==> config.mk <==
export PLATFORM = sky130hd
export DESIGN_NAME = seven_seg_scan_decoder
export DESIGN_NICKNAME = d
export VERILOG_FILES = /design/src/rtl/seven_seg_scan_decoder.sv
export SDC_FILE = /design/constraint.sdc
export NUM_CORES = 1
export LEC_CHECK = 0
export CORE_UTILIZATION = 54
export CTS_BUF_LIST = sky130_fd_sc_hd__clkbuf_16
export DETAILED_ROUTE_END_ITERATION = 16
export GPL_TIMING_DRIVEN = 1
export PLACE_DENSITY = 0.79
export SYNTH_ARGS = -nofsm -noshare
export SYNTH_HDL_FRONTEND = slang
export SYNTH_SLANG_ARGS = --single-unit
==> constraint.sdc <==
create_clock -name clk_50mhz -period 2.5 [get_ports clk_50mhz]
set_input_delay 0.5 -clock clk_50mhz [delete_from_list [all_inputs] [get_ports clk_50mhz]]
set_output_delay 0.5 -clock clk_50mhz [all_outputs]
set_load 0.02 [all_outputs]
==> src/rtl/seven_seg_scan_decoder.sv <==
// Decodes a multiplexed 7-segment scan (shared segment bus + digit selects) back into
// one 4-bit value per digit slot, capturing each slot once its pattern has settled.
module seven_seg_scan_decoder #(
    parameter int unsigned STABLE_CYCLES  = 1024,
    parameter bit          SEG_ACTIVE_LOW = 1'b1,
    parameter bit          SEL_ACTIVE_LOW = 1'b1
) (
    input  logic        clk_50mhz,
    input  logic        init_pulse,
    input  logic [6:0]  mostrador,
    input  logic [3:0]  digits,
    output logic [15:0] digit_value_o,
    output logic [3:0]  digit_valid_o,
    output logic        update_o,
    output logic [1:0]  update_idx_o,
    output logic        pattern_err_o
);

    // state  | meaning
    // IDLE   | sample selects zero or several slots; nothing to track
    // TRACK  | one slot selected, counting consecutive identical samples
    // HELD   | current window already captured; wait for the sample to change

    localparam int unsigned       CNT_W      = $clog2(STABLE_CYCLES + 1);
    localparam logic [CNT_W-1:0]  CNT_TARGET = CNT_W'(STABLE_CYCLES);
    localparam logic [CNT_W-1:0]  CNT_ONE    = CNT_W'(1);

    typedef enum logic [1:0] {
        ST_IDLE,
        ST_TRACK,
        ST_HELD
    } state_t;

    // Returns {decodable, value}; blank maps to 0xF so a dark digit is still reported.
    function automatic logic [4:0] decode_seg(input logic [6:0] seg);
        logic [4:0] res;
        case (seg)
            7'h3F:   res = {1'b1, 4'h0};
            7'h06:   res = {1'b1, 4'h1};
            7'h5B:   res = {1'b1, 4'h2};
            7'h4F:   res = {1'b1, 4'h3};
            7'h66:   res = {1'b1, 4'h4};
            7'h6D:   res = {1'b1, 4'h5};
            7'h7D:   res = {1'b1, 4'h6};
            7'h07:   res = {1'b1, 4'h7};
            7'h7F:   res = {1'b1, 4'h8};
            7'h6F:   res = {1'b1, 4'h9};
            7'h00:   res = {1'b1, 4'hF};
            default: res = {1'b0, 4'h0};
        endcase
        return res;
    endfunction

    logic [6:0]       seg_q, seg_d;
    logic [3:0]       sel_q, sel_d;
    state_t           state_q, state_d;
    logic [CNT_W-1:0] cnt_q, cnt_d;
    logic [15:0]      value_q, value_d;
    logic [3:0]       valid_q, valid_d;
    logic             update_q, update_d;
    logic [1:0]       idx_q, idx_d;
    logic             err_q, err_d;

    logic             new_single;
    logic [1:0]       new_idx;
    logic             s_changed;
    logic [4:0]       dec;

    // Normalized sample: lit = 1, selected = 1.
    always_comb begin
        seg_d = SEG_ACTIVE_LOW ? ~mostrador : mostrador;
        sel_d = SEL_ACTIVE_LOW ? ~digits : digits;
    end

    always_comb begin
        new_single = 1'b0;
        new_idx    = 2'd0;
        case (sel_d)
            4'b0001: begin new_single = 1'b1; new_idx = 2'd0; end
            4'b0010: begin new_single = 1'b1; new_idx = 2'd1; end
            4'b0100: begin new_single = 1'b1; new_idx = 2'd2; end
            4'b1000: begin new_single = 1'b1; new_idx = 2'd3; end
            default: begin new_single = 1'b0; new_idx = 2'd0; end
        endcase
    end

    // The FSM judges stability on the sample being loaded this edge against the one
    // already held, so a change landing on the completing edge cancels the capture.
    assign s_changed = (seg_d != seg_q) || (sel_d != sel_q);
    assign dec       = decode_seg(seg_d);

    always_comb begin
        state_d  = state_q;
        cnt_d    = cnt_q;
        value_d  = value_q;
        valid_d  = valid_q;
        update_d = 1'b0;
        idx_d    = idx_q;
        err_d    = 1'b0;

        case (state_q)
            ST_IDLE: begin
                if (new_single) begin
                    state_d = ST_TRACK;
                    cnt_d   = CNT_ONE;
                end else begin
                    cnt_d = '0;
                end
            end
            ST_TRACK, ST_HELD: begin
                if (s_changed) begin
                    if (new_single) begin
                        state_d = ST_TRACK;
                        cnt_d   = CNT_ONE;
                    end else begin
                        state_d = ST_IDLE;
                        cnt_d   = '0;
                    end
                end else if (state_q == ST_TRACK) begin
                    if (cnt_q >= CNT_TARGET) begin
                        state_d  = ST_HELD;
                        update_d = 1'b1;
                        idx_d    = new_idx;
                        if (dec[4]) begin
                            value_d[{new_idx, 2'b00} +: 4] = dec[3:0];
                            valid_d[new_idx]               = 1'b1;
                        end else begin
                            valid_d[new_idx] = 1'b0;
                            err_d            = 1'b1;
                        end
                    end else begin
                        cnt_d = cnt_q + CNT_ONE;
                    end
                end
            end
            default: begin
                state_d = ST_IDLE;
                cnt_d   = '0;
            end
        endcase
    end

    always_ff @(posedge clk_50mhz) begin
        if (init_pulse) begin
            seg_q    <= '0;
            sel_q    <= '0;
            state_q  <= ST_IDLE;
            cnt_q    <= '0;
            value_q  <= '0;
            valid_q  <= '0;
            update_q <= 1'b0;
            idx_q    <= 2'd0;
            err_q    <= 1'b0;
        end else begin
            seg_q    <= seg_d;
            sel_q    <= sel_d;
            state_q  <= state_d;
            cnt_q    <= cnt_d;
            value_q  <= value_d;
            valid_q  <= valid_d;
            update_q <= update_d;
            idx_q    <= idx_d;
            err_q    <= err_d;
        end
    end

    assign digit_value_o = value_q;
    assign digit_valid_o = valid_q;
    assign update_o      = update_q;
    assign update_idx_o  = idx_q;
    assign pattern_err_o = err_q;

endmodule

* Word-level counts from Yosys, hierarchy flattened
Cells that the tools add are included.
Cells by class: add/subtract/negate cells 2, magnitude comparators 3, equality and inequality tests 22, shifts and indexed selects 2, mux-type cells 20, bitwise logic cells 9, reduce and logical (&&, ||, !) cells 12
Operators with widths (count):
- $pmux W5 S11 | 1
- $eq A7 B7 Y1 const B | 7
- $mux W11 | 3
- $pmux W11 S2 | 1
- $bwmux W16 | 1
- $shift A4 B6 Y16 const A | 1
- $shiftx A4 B6 Y16 | 1
- $eq A7 B3 Y1 const B | 2
- $add A11 B1 Y11 const B | 1
- $ge A11 B11 Y1 const B | 1
- $ne A3 B3 Y1 const B | 3
- $mux W2 | 4
- $not A4 Y4 | 2
- $reduce_or A4 Y1 | 2
- $eq A7 B6 Y1 const B | 1
- $logic_not A7 Y1 | 1
- $ne A7 B7 Y1 | 1
- $not A7 Y7 | 1
- $mux W1 | 6
- $neg A4 Y6 | 1
- $pmux W2 S3 | 1
- $reduce_and A5 Y1 | 1
- $reduce_or A5 Y1 | 1
- $and A4 B4 Y4 | 1
- other kinds (22) | 25
Storage, ports and cells: bits in registers 48, input port bits 13, output and inout bits 24, word-level logic and storage cells 79

* Depth between registers and ports, before layout
Gate-level depths: netlist of the first run.
depth in word-level cells 10, mapped depth 10

* Worst setup path before layout of the first run
OpenSTA, ideal clock, no wires.
path kind input to register, start point in mostrador[2], end point reg value_q[1], in the netlist digit_value_o[1], library setup time 0.117 ns, arrival 1.919 ns, data required time 2.383 ns, path slack 0.464 ns, stages 6, cells stage by stage buf_4 nor4_1 a211oi_2 o2111ai_4 a41oi_1 a22o_2
Between the ends: cells in the longest elaborated chain, start to end 5
Ends and longest elaborated chain:
- start, declared | line 10 | input logic [6:0] mostrador,
- $not A7 Y7 (*) | line 71 | seg_d = SEG_ACTIVE_LOW ? ~mostrador : mostrador;
- $eq A7 B7 Y1 (tied with other cells) | line 37 | case (seg)
- $pmux W5 S11 / $logic_or A1 B1 Y1 (equally long branches) | line 37, 89
- $shiftx A4 B6 Y16 / $not A1 Y1 (equally long branches)
- $bwmux W16 / $reduce_and A5 Y1 (equally long branches)
- end signal, assigned | line 159 | value_q <= value_d;
- end, declared | line 58 | logic [15:0] value_q, value_d;
Every way passes the cells marked *; elsewhere a longest branch is shown, timed or not. A chain may end at the register's enable or synchronous reset.

==> results.md, run 1 <==
* Required @ worst endpoint at 2650 ps
* Syn Nets at 306
* Netlist Area Pre-Place at 2570 µm²
* Post-CTS Setup Bufs at 0
* XOR/XNOR Fraction of Synth Area at 5.79%
* Post-Place Setup Slack at -21.3 ps
* CTS buffer count at 5
* PD cells at 534 nW/µm²
* Max Clock Freq at 441 MHz
* Layout Area Growth over Synthesis at 29.9%
* Period minus WS final at 2270 ps
* Max Cap Viol at 0
* Util after Layout at 74.6%
* Gr ovfl total at 0
* Routed wire length at 5.65 mm
* Rel. slew slack at 69.8%
* Top cells by area, synth: dfxtp_1 (37%), mux2i_1 (5.5%), nand2_1 (5.3%)
* Final #Nets at 366
* Fraction of layout cells with a size suffix above 1 at 17.4%
* Share of the synthesized area in the top cell type at 37.4%
* Synth unique cells at 51
* Cells along the critical path: clkdlybuf4s50_1 -> xor2_1 -> nand3_2 -> or4_4 -> o21ai_0 -> a21oi_1
* First-pass GRT wire length at 9.87 mm
* Bufs on Longest Clock Path at 2
* Mux cell area share after synthesis at 5.45%
* Die area at 5040 µm²
* Synth area leader: dfxtp_1
* Row cnt at 24
* CP endpoint kind: flip-flop
* Maximum vdd drop at 0.000366 V
* Adder-Cell Fraction of Synth Area at 4.38%
* Initial Util at 57.4%
* Placed Cells at 389
* Diode count at 0
* Fin worst setup slack at 230 ps
* Post-DP HPWL at 4.16 mm
* Mapped Avg Cell Area at 9.05 µm²
* Unrepaired setup endpoints after global routing: false
* Largest net degree at the start of global routing at 16
* Lkg Pwr at 0.00139 µW
* WP data arrival at 2420 ps
* Number of global-route vias before repair at 2185
* Total core area at 4470 µm²
* Finished Layout Cells at 397
* Final setup violation count at 0
* Synth Area in Compound Gates at 15.2%
* Root buffer cell: clkbuf_16
* TNS Setup at 0 ps
* Worst-skew pair later-pin latency at 280 ps
* Violated checks: design-rule violations
* Via/cell ratio at 5.69
* Antenna violations before repair at 0
* HP Class: reg2reg
* 1st-pass router iterations at 11
* H-tree levels at 2
* Max Slew Vio Count at 0
* Post-Syn Instances at 284
* CP max stage delay at 630 ps
* Hold Buf Count CTS at 0
* Via count at 2259
* Kind of critical path: in2reg
* TritonCTS clock tree: done
* Worst setup SP type: input port
* Die Span Y at 71.0 µm
* Die Wd at 71.0 µm
* Primary FF master, synth: dfxtp_1
* Tightest Pin Transition at 452 ps
* Gpl congestion at 0.866
* Status: finished with violations
* Skew final at 3.33 ps
* Total track usage at 24.7%
* Crit path max fanout at 6
* Fin. Hold Viols at 0
* Synth Area in Simple Gates at 26.8%
* Sink Count at 48
* Sequential area share after synthesis at 37.4%
* Resized Gates After CTS at 0
* Post-route ant nets at 0
* Final routed DRC violation total at 2
* Routed WL per cell at 14.2 µm
* Clk slew on worst S/H paths at 60 ps
* Largest family of logic cells by synthesized area: simple AND/OR/NAND/NOR gates
* Ys Warns at 0
* Iteration-0 DRC Markers at 139
* Post-synth EDFFs at 0
* IO Port Bufs at 36
* Asr flop ratio synth at 0%
* Fin crit share at 90.8%
* Post-synthesis sequential element count at 48
* Slowest cell on the critical path: or4_4
* Final hold slack at 459 ps
* IO Count at 37
flip-flops by register name, indices dropped and copies added (netlist names), named ones only:
| name | count |
|---|---|
| update_idx_o | 2 |
| pattern_err_o | 1 |
| state_q | 2 |
| update_o | 1 |
| digit_value_o | 16 |
| sel_q | 4 |
| seg_q | 7 |
| cnt_q | 11 |
worst max-delay path: cells and delay by family:
family | cells | cell delay (ps)
xor gates and xnor gates | 1 | 200
AOI/OAI and AO/OA | 2 | 320
and+or+nand+nor | 2 | 800
buffers and inverters | 1 | 580
cell usage after synthesis (2+ instances only):
library cell	number
mux2i_1	14
xnor2_1	2
clkbuf_2	2
or3_1	5
dfxtp_1	48
nand4_4	5
o21ai_0	10
nand2_1	36
a21oi_1	15
nand4_1	3
nor3_1	7
nor4_1	2
inv_1	16
nor2_1	24
ha_1	9
clkbuf_1	4
nand2b_1	2
or4_1	3
xor2_1	15
nand3_1	10
o31ai_1	5
a22o_2	4
buf_2	5
buf_4	2
and3_1	5
o211ai_1	3
a31oi_1	2
a21o_1	2
nor4_4	2
power by group:
group	internal, µW	switching [µW]
registers	780	9.15
logic	102	146
clock network	469	276
layout make-up:
class / count / area [µm²]
Multi-Input combinational cell: 206 / 1480
Fill cell: 319 / 1130
Sequential cell: 48 / 961
Timing Repair Buffer: 67 / 606
Clock buffer: 5 / 125
Tap cell: 52 / 65.1
Inverter: 16 / 60.1
Clock inverter: 3 / 42.5
path summary, 6_finish.rpt:
check	slack, ps	end	depth (start not counted)	start
worst max-delay path	230	flip-flop	6	digits[1]
worst min-delay path	460	digit_value_o[13]	2	digit_value_o[13]
worst max register to register	540	digit_value_o[8]	7	state_q[0]
worst min register to register	460	digit_value_o[13]	2	digit_value_o[13]
cells in the final DEF (no fill, tap or decap), types with 3 or more instances in the layout:
cell / synthesis / routed
dfxtp_1: 48 / 48
nand2_1: 36 / 36
clkdlybuf4s50_1: 0 / 36
buf_4: 2 / 30
nor2_1: 24 / 24
inv_1: 16 / 16
xor2_1: 15 / 15
a21oi_1: 15 / 15
mux2i_1: 14 / 14
nand3_1: 10 / 10
o21ai_0: 10 / 10
ha_1: 9 / 9
nor3_1: 7 / 7
nand4_4: 5 / 5
and3_1: 5 / 5
o31ai_1: 5 / 5
or3_1: 5 / 5
clkbuf_16: 0 / 5
a22o_2: 4 / 4
o211ai_1: 3 / 3
nand4_1: 3 / 3
or4_1: 3 / 3
per-stage QoR:
stage	cell area, µm²	total power [µW]
after floorplan	2570	968
after global routing	3340	1860
final	3340	1780
after global placement	3170	1040
after CTS	3340	1800
after detailed placement	3170	1050
cell families (layout without fill, tap and decap cells):
kind of cell / after synthesis / count (layout)
AO/OA/AOI/OAI: 51 / 51
AND/OR/NAND/NOR: 115 / 115
XOR/XNOR: 17 / 17
multiplexers: 14 / 14
adder cells (fa/ha/maj): 9 / 9
buffers and inverters: 30 / 91
flip-flops: 48 / 48
per-layer routing:
layer / GRT usage [%] / wire, µm / share of wire [%] / vias up
li1: - / - / - / 1125
met1: 30.3 / 2490 / 44 / 1066
met2: 42.1 / 2830 / 50 / 51
met3: 4.56 / 196 / 3.5 / 17
met4: 11.3 / 129 / 2.3 / 0
met5: 0 / 0 / 0 / -
Note: power is estimated with default switching activity, not from simulation.
==> inputs of run 2 (changes only) <==
--- a/config.mk
+++ b/config.mk
@@ -5,6 +5,7 @@
 export SDC_FILE = /design/constraint.sdc
 export NUM_CORES = 1
 export LEC_CHECK = 0
+export ABC_AREA = 1
 export CORE_UTILIZATION = 54
 export CTS_BUF_LIST = sky130_fd_sc_hd__clkbuf_16
 export DETAILED_ROUTE_END_ITERATION = 16
==> run 2 against run 1 <==
The flow still finishes with violations (design-rule violations); largest power group unchanged; largest cell class unchanged; via count grew 9.6%; maximum frequency shrank 1.7%; synthesized cell count grew 36%; clock power shrank 13%.
==> results.md, run 2 <==
* Max Slew Vio Count at 0 (unchanged)
* WP data arrival at 2520 ps (+100 ps)
* Status: finished with violations
* Netlist Area Pre-Place at 2600 µm² (+1.1%)
* PD cells at 506 nW/µm² (-5.2%)
* Routed wire length at 5.62 mm (-0.57%)
* Top cells by count, synth: nand2_1 (98), nor2_1 (57), dfxtp_1 (48), inv_1 (45), a21oi_1 (30)
* Required @ worst endpoint at 2710 ps (+60 ps)
* Clk slew on worst S/H paths at 60 ps (about the same)
* Filler instances at 382 (+20%)
* Diode count at 0 (unchanged)
* Fin. Hold Viols at 0 (unchanged)
* Post-CTS Setup Bufs at 0 (unchanged)
* Bufs on Longest Clock Path at 2 (unchanged)
* Asr flop ratio synth at 0% (unchanged)
* Layout Area Growth over Synthesis at 22.9%
* Lkg Pwr at 0.00140 µW (+0.23%)
* Most frequent cells in the layout: nand2_1 (98), nor2_1 (57), dfxtp_1 (48), inv_1 (45), clkdlybuf4s50_1 (36)
* Routed WL per cell at 11.6 µm (-18%)
* Synth unique cells at 31 (-39%)
* Ys Warns at 0 (unchanged)
* Final routed DRC violation total at 2 (unchanged)
* Antenna violations before repair at 0 (unchanged)
* Primary FF master, synth: dfxtp_1
* Tightest Pin Transition at 411 ps (-41.3 ps)
* Worst setup SP type: input port
* CTS buffer count at 5 (unchanged)
* Number of flip-flops in the largest register at 16 (unchanged)
* TritonCTS clock tree: done
* IO Count at 37 (unchanged)
* Die Span Y at 71.4 µm (+0.52%)
* Max Clock Freq at 433 MHz (-1.7%)
* Post-route ant nets at 0 (unchanged)
* Violated checks: design-rule violations
* Crit path max fanout at 6 (unchanged)
* Multi-input gate area at 1380 µm² (-6.7%)
* Post-synthesis sequential element count at 48 (unchanged)
* Fin crit share at 92.4% (+1.6 points)
* Via/cell ratio at 5.13 (-9.8%)
* Skew final at 4.82 ps (+1.49 ps)
* Gr ovfl total at 0 (unchanged)
* 1st-pass router iterations at 13 (+2)
* Top cells by area, synth: dfxtp_1 (37%), nand2_1 (14%), nor2_1 (8.2%)
* H-tree levels at 2 (unchanged)
* Row cnt at 24 (unchanged)
* First-pass GRT wire length at 9.65 mm (-2.3%)
* Worst-skew pair later-pin latency at 290 ps (about the same)
* IO Port Bufs at 36 (unchanged)
* Post-Syn Instances at 385 (+36%)
* Mapped Avg Cell Area at 6.75 µm² (-25%)
* Post-DP HPWL at 4.11 mm (-1.3%)
* Max Cap Viol at 0 (unchanged)
* Fraction of layout cells with a size suffix above 1 at 10.2% (-7.2 points)
* Syn Nets at 407 (+33%)
* Synth area leader: dfxtp_1
* Kind of critical path: in2reg
* Rel. slew slack at 72.5% (+2.7 points)
* Root buffer cell: clkbuf_16
* Total track usage at 23.8% (-0.92 points)
* Sink Count at 48 (unchanged)
* Number of global-route vias before repair at 2264 (+3.6%)
* CP endpoint kind: flip-flop
* HP Class: reg2reg
* Final #Nets at 452 (+23%)
* Storage element area at 961 µm² (unchanged)
* Post-synth EDFFs at 0 (unchanged)
* Finished Layout Cells at 482 (+21%)
* Maximum vdd drop at 0.000376 V (+2.7%)
* Unrepaired setup endpoints after global routing: false
* DP Area at 3060 µm² (-3.7%)
* Commonest non-fill, non-tap cell in the layout: nand2_1
* TNS Setup at 0 ps (unchanged)
* Die area at 5090 µm² (+1.0%)
* Period minus WS final at 2310 ps (+39.5 ps)
* Post-layout power at 1620 µW (-9.3%)
* Share of the synthesized area in the top cell type at 37.0% (-0.40 points)
* Util after Layout at 71.4% (-3.3 points)
* Iteration-0 DRC Markers at 196 (+41%)
* Gpl congestion at 0.901 (+4.1%)
* Initial Util at 58.1% (+0.62 points)
* Placed Cells at 475 (+22%)
* Hold Buf Count CTS at 0 (unchanged)
* Total core area at 4470 µm² (unchanged)
* Via count at 2475 (+9.6%)
* Die Wd at 71.4 µm (+0.52%)
* Final Instance Area at 3190 µm² (-4.4%)
* Most frequent cell after synthesis: nand2_1
* Sequential area share after synthesis at 37.0% (-0.40 points)
* Largest net degree at the start of global routing at 33 (+17)
* Resized Gates After CTS at 0 (unchanged)
* Final setup violation count at 0 (unchanged)
[run 2: cell types whose count changed after synthesis, moves of 11 or more]
cell     change
nand4_1     +13
xor2_1      -11
inv_1       +29
nand2_1     +62
mux2i_1     -14
nor2_1      +33
a21oi_1     +15
[run 2: cell type report]
class	count	share of cell area [%]
multi-input combinational	275	43.3
clock buffer	5	3.92
tap	52	2.04
clock inverter	2	0.392
timing repair buffer	47	13.9
sequential	48	30.1
inverter	53	6.43
[run 2: metal layers]
metal | vias up | wire length (µm) | track usage (%)
li1 | 1307 | - | -
met4 | 0 | 42 | 7.56
met3 | 4 | 215 | 3.80
met1 | 1102 | 2680 | 29.3
met2 | 62 | 2680 | 42.4
met5 | - | 0 | 0
[run 2: worst paths after layout]
kind / start / to / slack [ps] / cells past startpoint
worst max register to register: state_q[0] / digit_value_o[7] / 740 / 7
worst min register to register: digit_value_o[14] / digit_value_o[14] / 470 / 2
worst max-delay path: digits[2] / digit_value_o[7] / 190 / 10
worst min-delay path: digit_value_o[14] / digit_value_o[14] / 470 / 2
[run 2: report_power, final]
part	internal [µW]	total, µW	switching, µW
Combinational	67.2	180	113
Clock	363	649	285
Sequential	778	787	8.89
[run 2: through the flow]
stage / setup slack (ps) / hold slack (ps)
3_3_place_gp: -16.4 / 453
6_report: 191 / 465
4_1_cts: 224 / 469
3_5_place_dp: -24.0 / 454
5_1_grt: 40.1 / 484
2_1_floorplan: 605 / 456
[run 2: kinds of logic (layout without fill, tap and decap cells)]
logic type | Yosys count | count (layout) | synth area share, %
adder cells (fa/ha/maj) | 9 | 9 | 4.34
AND/OR/NAND/NOR | 219 | 219 | 38.9
XOR/XNOR | 4 | 4 | 1.35
flip-flops | 48 | 48 | 37.0
AO/OA/AOI/OAI | 43 | 43 | 8.57
buffers and inverters | 62 | 107 | 9.83
[run 2: worst max-delay path, stage by stage]
cell and delay (ps):
clkdlybuf4s50_1 460, nand2_1 110, inv_1 50, or3_1 420
ha_1 260, inv_1 160, nand2_1 100, nor2_1 160
nand4_1 120, a21oi_1 170
==> inputs of run 3 (changes only) <==
--- a/config.mk
+++ b/config.mk
@@ -6,11 +6,12 @@
 export NUM_CORES = 1
 export LEC_CHECK = 0
 export ABC_AREA = 1
-export CORE_UTILIZATION = 54
+export CORE_UTILIZATION = 49
 export CTS_BUF_LIST = sky130_fd_sc_hd__clkbuf_16
 export DETAILED_ROUTE_END_ITERATION = 16
+export GPL_ROUTABILITY_DRIVEN = 0
 export GPL_TIMING_DRIVEN = 1
-export PLACE_DENSITY = 0.79
+export PLACE_DENSITY = 0.76
 export SYNTH_ARGS = -nofsm -noshare
 export SYNTH_HDL_FRONTEND = slang
 export SYNTH_SLANG_ARGS = --single-unit
==> constraint.sdc (replaced) <==
create_clock -name clk_50mhz -period 1.9 [get_ports clk_50mhz]
set_input_delay 0.38 -clock clk_50mhz [delete_from_list [all_inputs] [get_ports clk_50mhz]]
set_output_delay 0.38 -clock clk_50mhz [all_outputs]
set_load 0.02 [all_outputs]
==> run 3 against run 2 <==
Clock power grew 53%; global-route usage is essentially flat; wire length grew 13%; non-clock buffer count grew 31; largest power group unchanged; worst setup slack lost 93 ps; die area grew 9.9%; critical endpoint is now digit_value_o[12]; critical path depth shrank 1; the flow now finishes without violations; register-to-register slack lost 530 ps; cell count grew 10%; utilization shrank 1.5 points.
==> results.md, run 3 (synthesis gave the netlist of run 2 again) <==
* Initial Util at 50.9% (-7.2 points)
* Net Sw Frac at 23.9% (-1.3 points)
* Finished Layout Cells at 532 (+10%)
* Routed WL per cell at 11.9 µm (+2.3%)
* 1st-pass router iterations at 4 (-9)
* Storage element area at 961 µm² (unchanged)
* Internal Power at 1750 µW (+45%)
* Final setup violation count at 0 (unchanged)
* Number of flip-flops in the largest register at 16 (unchanged)
* Root buffer cell: clkbuf_16
* Tightest Pin Transition at 419 ps (+7.88 ps)
* Skew final at 6.35 ps (+1.53 ps)
* Kind of critical path: in2reg
* HP Class: in2reg
* Multi-input gate area at 1480 µm² (+6.9%)
* Via count at 2615 (+5.7%)
* TritonCTS clock tree: done
* Commonest non-fill, non-tap cell in the layout: nand2_1
* Rel. slew slack at 72.0% (-0.53 points)
* Row cnt at 26 (+8.3%)
* Post-route ant nets at 0 (unchanged)
* Iteration-0 DRC Markers at 99 (-49%)
* Final #Nets at 483 (+6.9%)
* Final Instance Area at 3570 µm² (+12%)
* Fraction of layout cells with a size suffix above 1 at 20.8% (+11 points)
* Most frequent CP cell: nor2_4
* Number of global-route vias before repair at 2336 (+3.2%)
* Final routed DRC violation total at 0 (-2)
* Post-DP HPWL at 4.38 mm (+6.5%)
* CP endpoint kind: flip-flop
* Die Span Y at 74.8 µm (+4.8%)
* Max Slew Vio Count at 0 (unchanged)
* Diode count at 0 (unchanged)
* Clk slew on worst S/H paths at 60 ps (about the same)
* PD cells at 645 nW/µm² (+27%)
* Layout Area Growth over Synthesis at 37.3%
* Worst-skew pair later-pin latency at 290 ps (about the same)
* DP Area at 3270 µm² (+7.1%)
* Antenna violations before repair at 0 (unchanged)
* Most frequent cells in the layout: nand2_1 (96), nor2_1 (53), dfxtp_1 (48), inv_1 (43), buf_4 (39)
* Die area at 5600 µm² (+9.9%)
* TNS Setup at 0 ps (unchanged)
* Net load switching power at 551 µW (+35%)
* Hold Buf Count CTS at 0 (unchanged)
* Required @ worst endpoint at 2120 ps (-590 ps)
* Bufs on Longest Clock Path at 2 (unchanged)
* CP max stage delay at 280 ps (-180 ps)
* IO Port Bufs at 36 (unchanged)
* Via/cell ratio at 4.92 (-4.3%)
* Period minus WS final at 1800 ps
* Combinational power share at 12.0% (+0.9 points)
* Total track usage at 23.8% (about the same)
* Routed wire length at 6.34 mm (+13%)
* Die Wd at 74.8 µm (+4.8%)
* CTS buffer count at 5 (unchanged)
* Worst setup SP type: input port
* First-pass GRT wire length at 10.1 mm (+5.1%)
* Lkg Pwr at 0.00160 µW (+15%)
* Max Cap Viol at 0 (unchanged)
* Placed Cells at 519 (+9.3%)
* Fin. Hold Viols at 0 (unchanged)
* Sequential share of power at 45.0% (-3.7 points)
* Status: complete, no violations
* Post-Place Setup Slack at -532 ps (-508 ps)
* Gr ovfl total at 0 (unchanged)
* Fin crit share at 94.9%
* Final hold slack at 348 ps (-117 ps)
* Clk network pwr share at 43.0% (+2.9 points)
* Crit path max fanout at 7 (+1)
* Slowest cell on the critical path: dlygate4sd2_1
* Cells along the critical path: dlygate4sd2_1 -> buf_4 -> xor2_2 -> nand3_2 -> nor2_4 -> nand4_4 -> nor2_4 -> nand4_1 -> a21oi_1
* Sink Count at 48 (unchanged)
* Largest net degree at the start of global routing at 22 (-33%)
* Filler instances at 433 (+13%)
* IO Count at 37 (unchanged)
* Maximum vdd drop at 0.000413 V (+9.9%)
* Total core area at 5110 µm² (+14%)
* WP data arrival at 2030 ps (-490 ps)
* Max Clock Freq at 555 MHz
* H-tree levels at 2 (unchanged)
* Fin worst setup slack at 97.8 ps (-93.0 ps)
## run 3: layer usage
metal	wire length (µm)	share of wire (%)	GRT usage, %
met3	231	3.6	4.42
met2	3120	49	41.0
met4	77	1.2	8.18
met1	2920	46	29.8
met5	0	0	0
## run 3: metrics by stage
| step | utilization (%) | total power (µW) |
|---|---|---|
| 6_report | 69.8 | 2300 |
| 2_1_floorplan | - | 1210 |
| 4_1_cts | 69.2 | 2300 |
| 5_1_grt | 69.8 | 2390 |
| 3_5_place_dp | 64.1 | 1310 |
| 3_3_place_gp | 64.1 | 1300 |
## run 3: repair_timing
item / CTS / global route
pin swaps: 8 / 11
setup buffers: 4 / 1
setup endpoints to repair: 34 / 32
resized for setup: 30 / 20
cloned: 0 / 0
## run 3: area by class of cell
type	count	share of cell area, %
clock buffer	5	3.51
tap	70	2.46
multi-input combinational	275	41.4
clock inverter	3	1.19
timing repair buffer	78	18.6
sequential	48	26.9
inverter	53	5.93
## run 3: final timing paths
kind | slack [ps] | to | cells after the start | start
worst max register to register | 210 | digit_value_o[12] | 6 | state_q[0]
worst min-delay path | 350 | seg_q[0] | 2 | mostrador[0]
worst max-delay path | 100 | digit_value_o[12] | 9 | digits[3]
worst min register to register | 460 | digit_value_o[2] | 2 | digit_value_o[2]
## run 3: worst max-delay path, delay by kind of cell
family | cells | cell delay, ps
xor+xnor | 1 | 160
compound gates | 1 | 160
simple gates | 5 | 880
buf+inv | 2 | 440
## run 3: power groups by stage
stage               sequential (µW)  clock, µW  combinational (µW)
finish                         1030        990                 276
floorplan                      1060          0                 154
detailed placement             1060          0                 250
CTS                            1030       1010                 263
global route                   1040       1050                 306
global placement               1060          0                 246
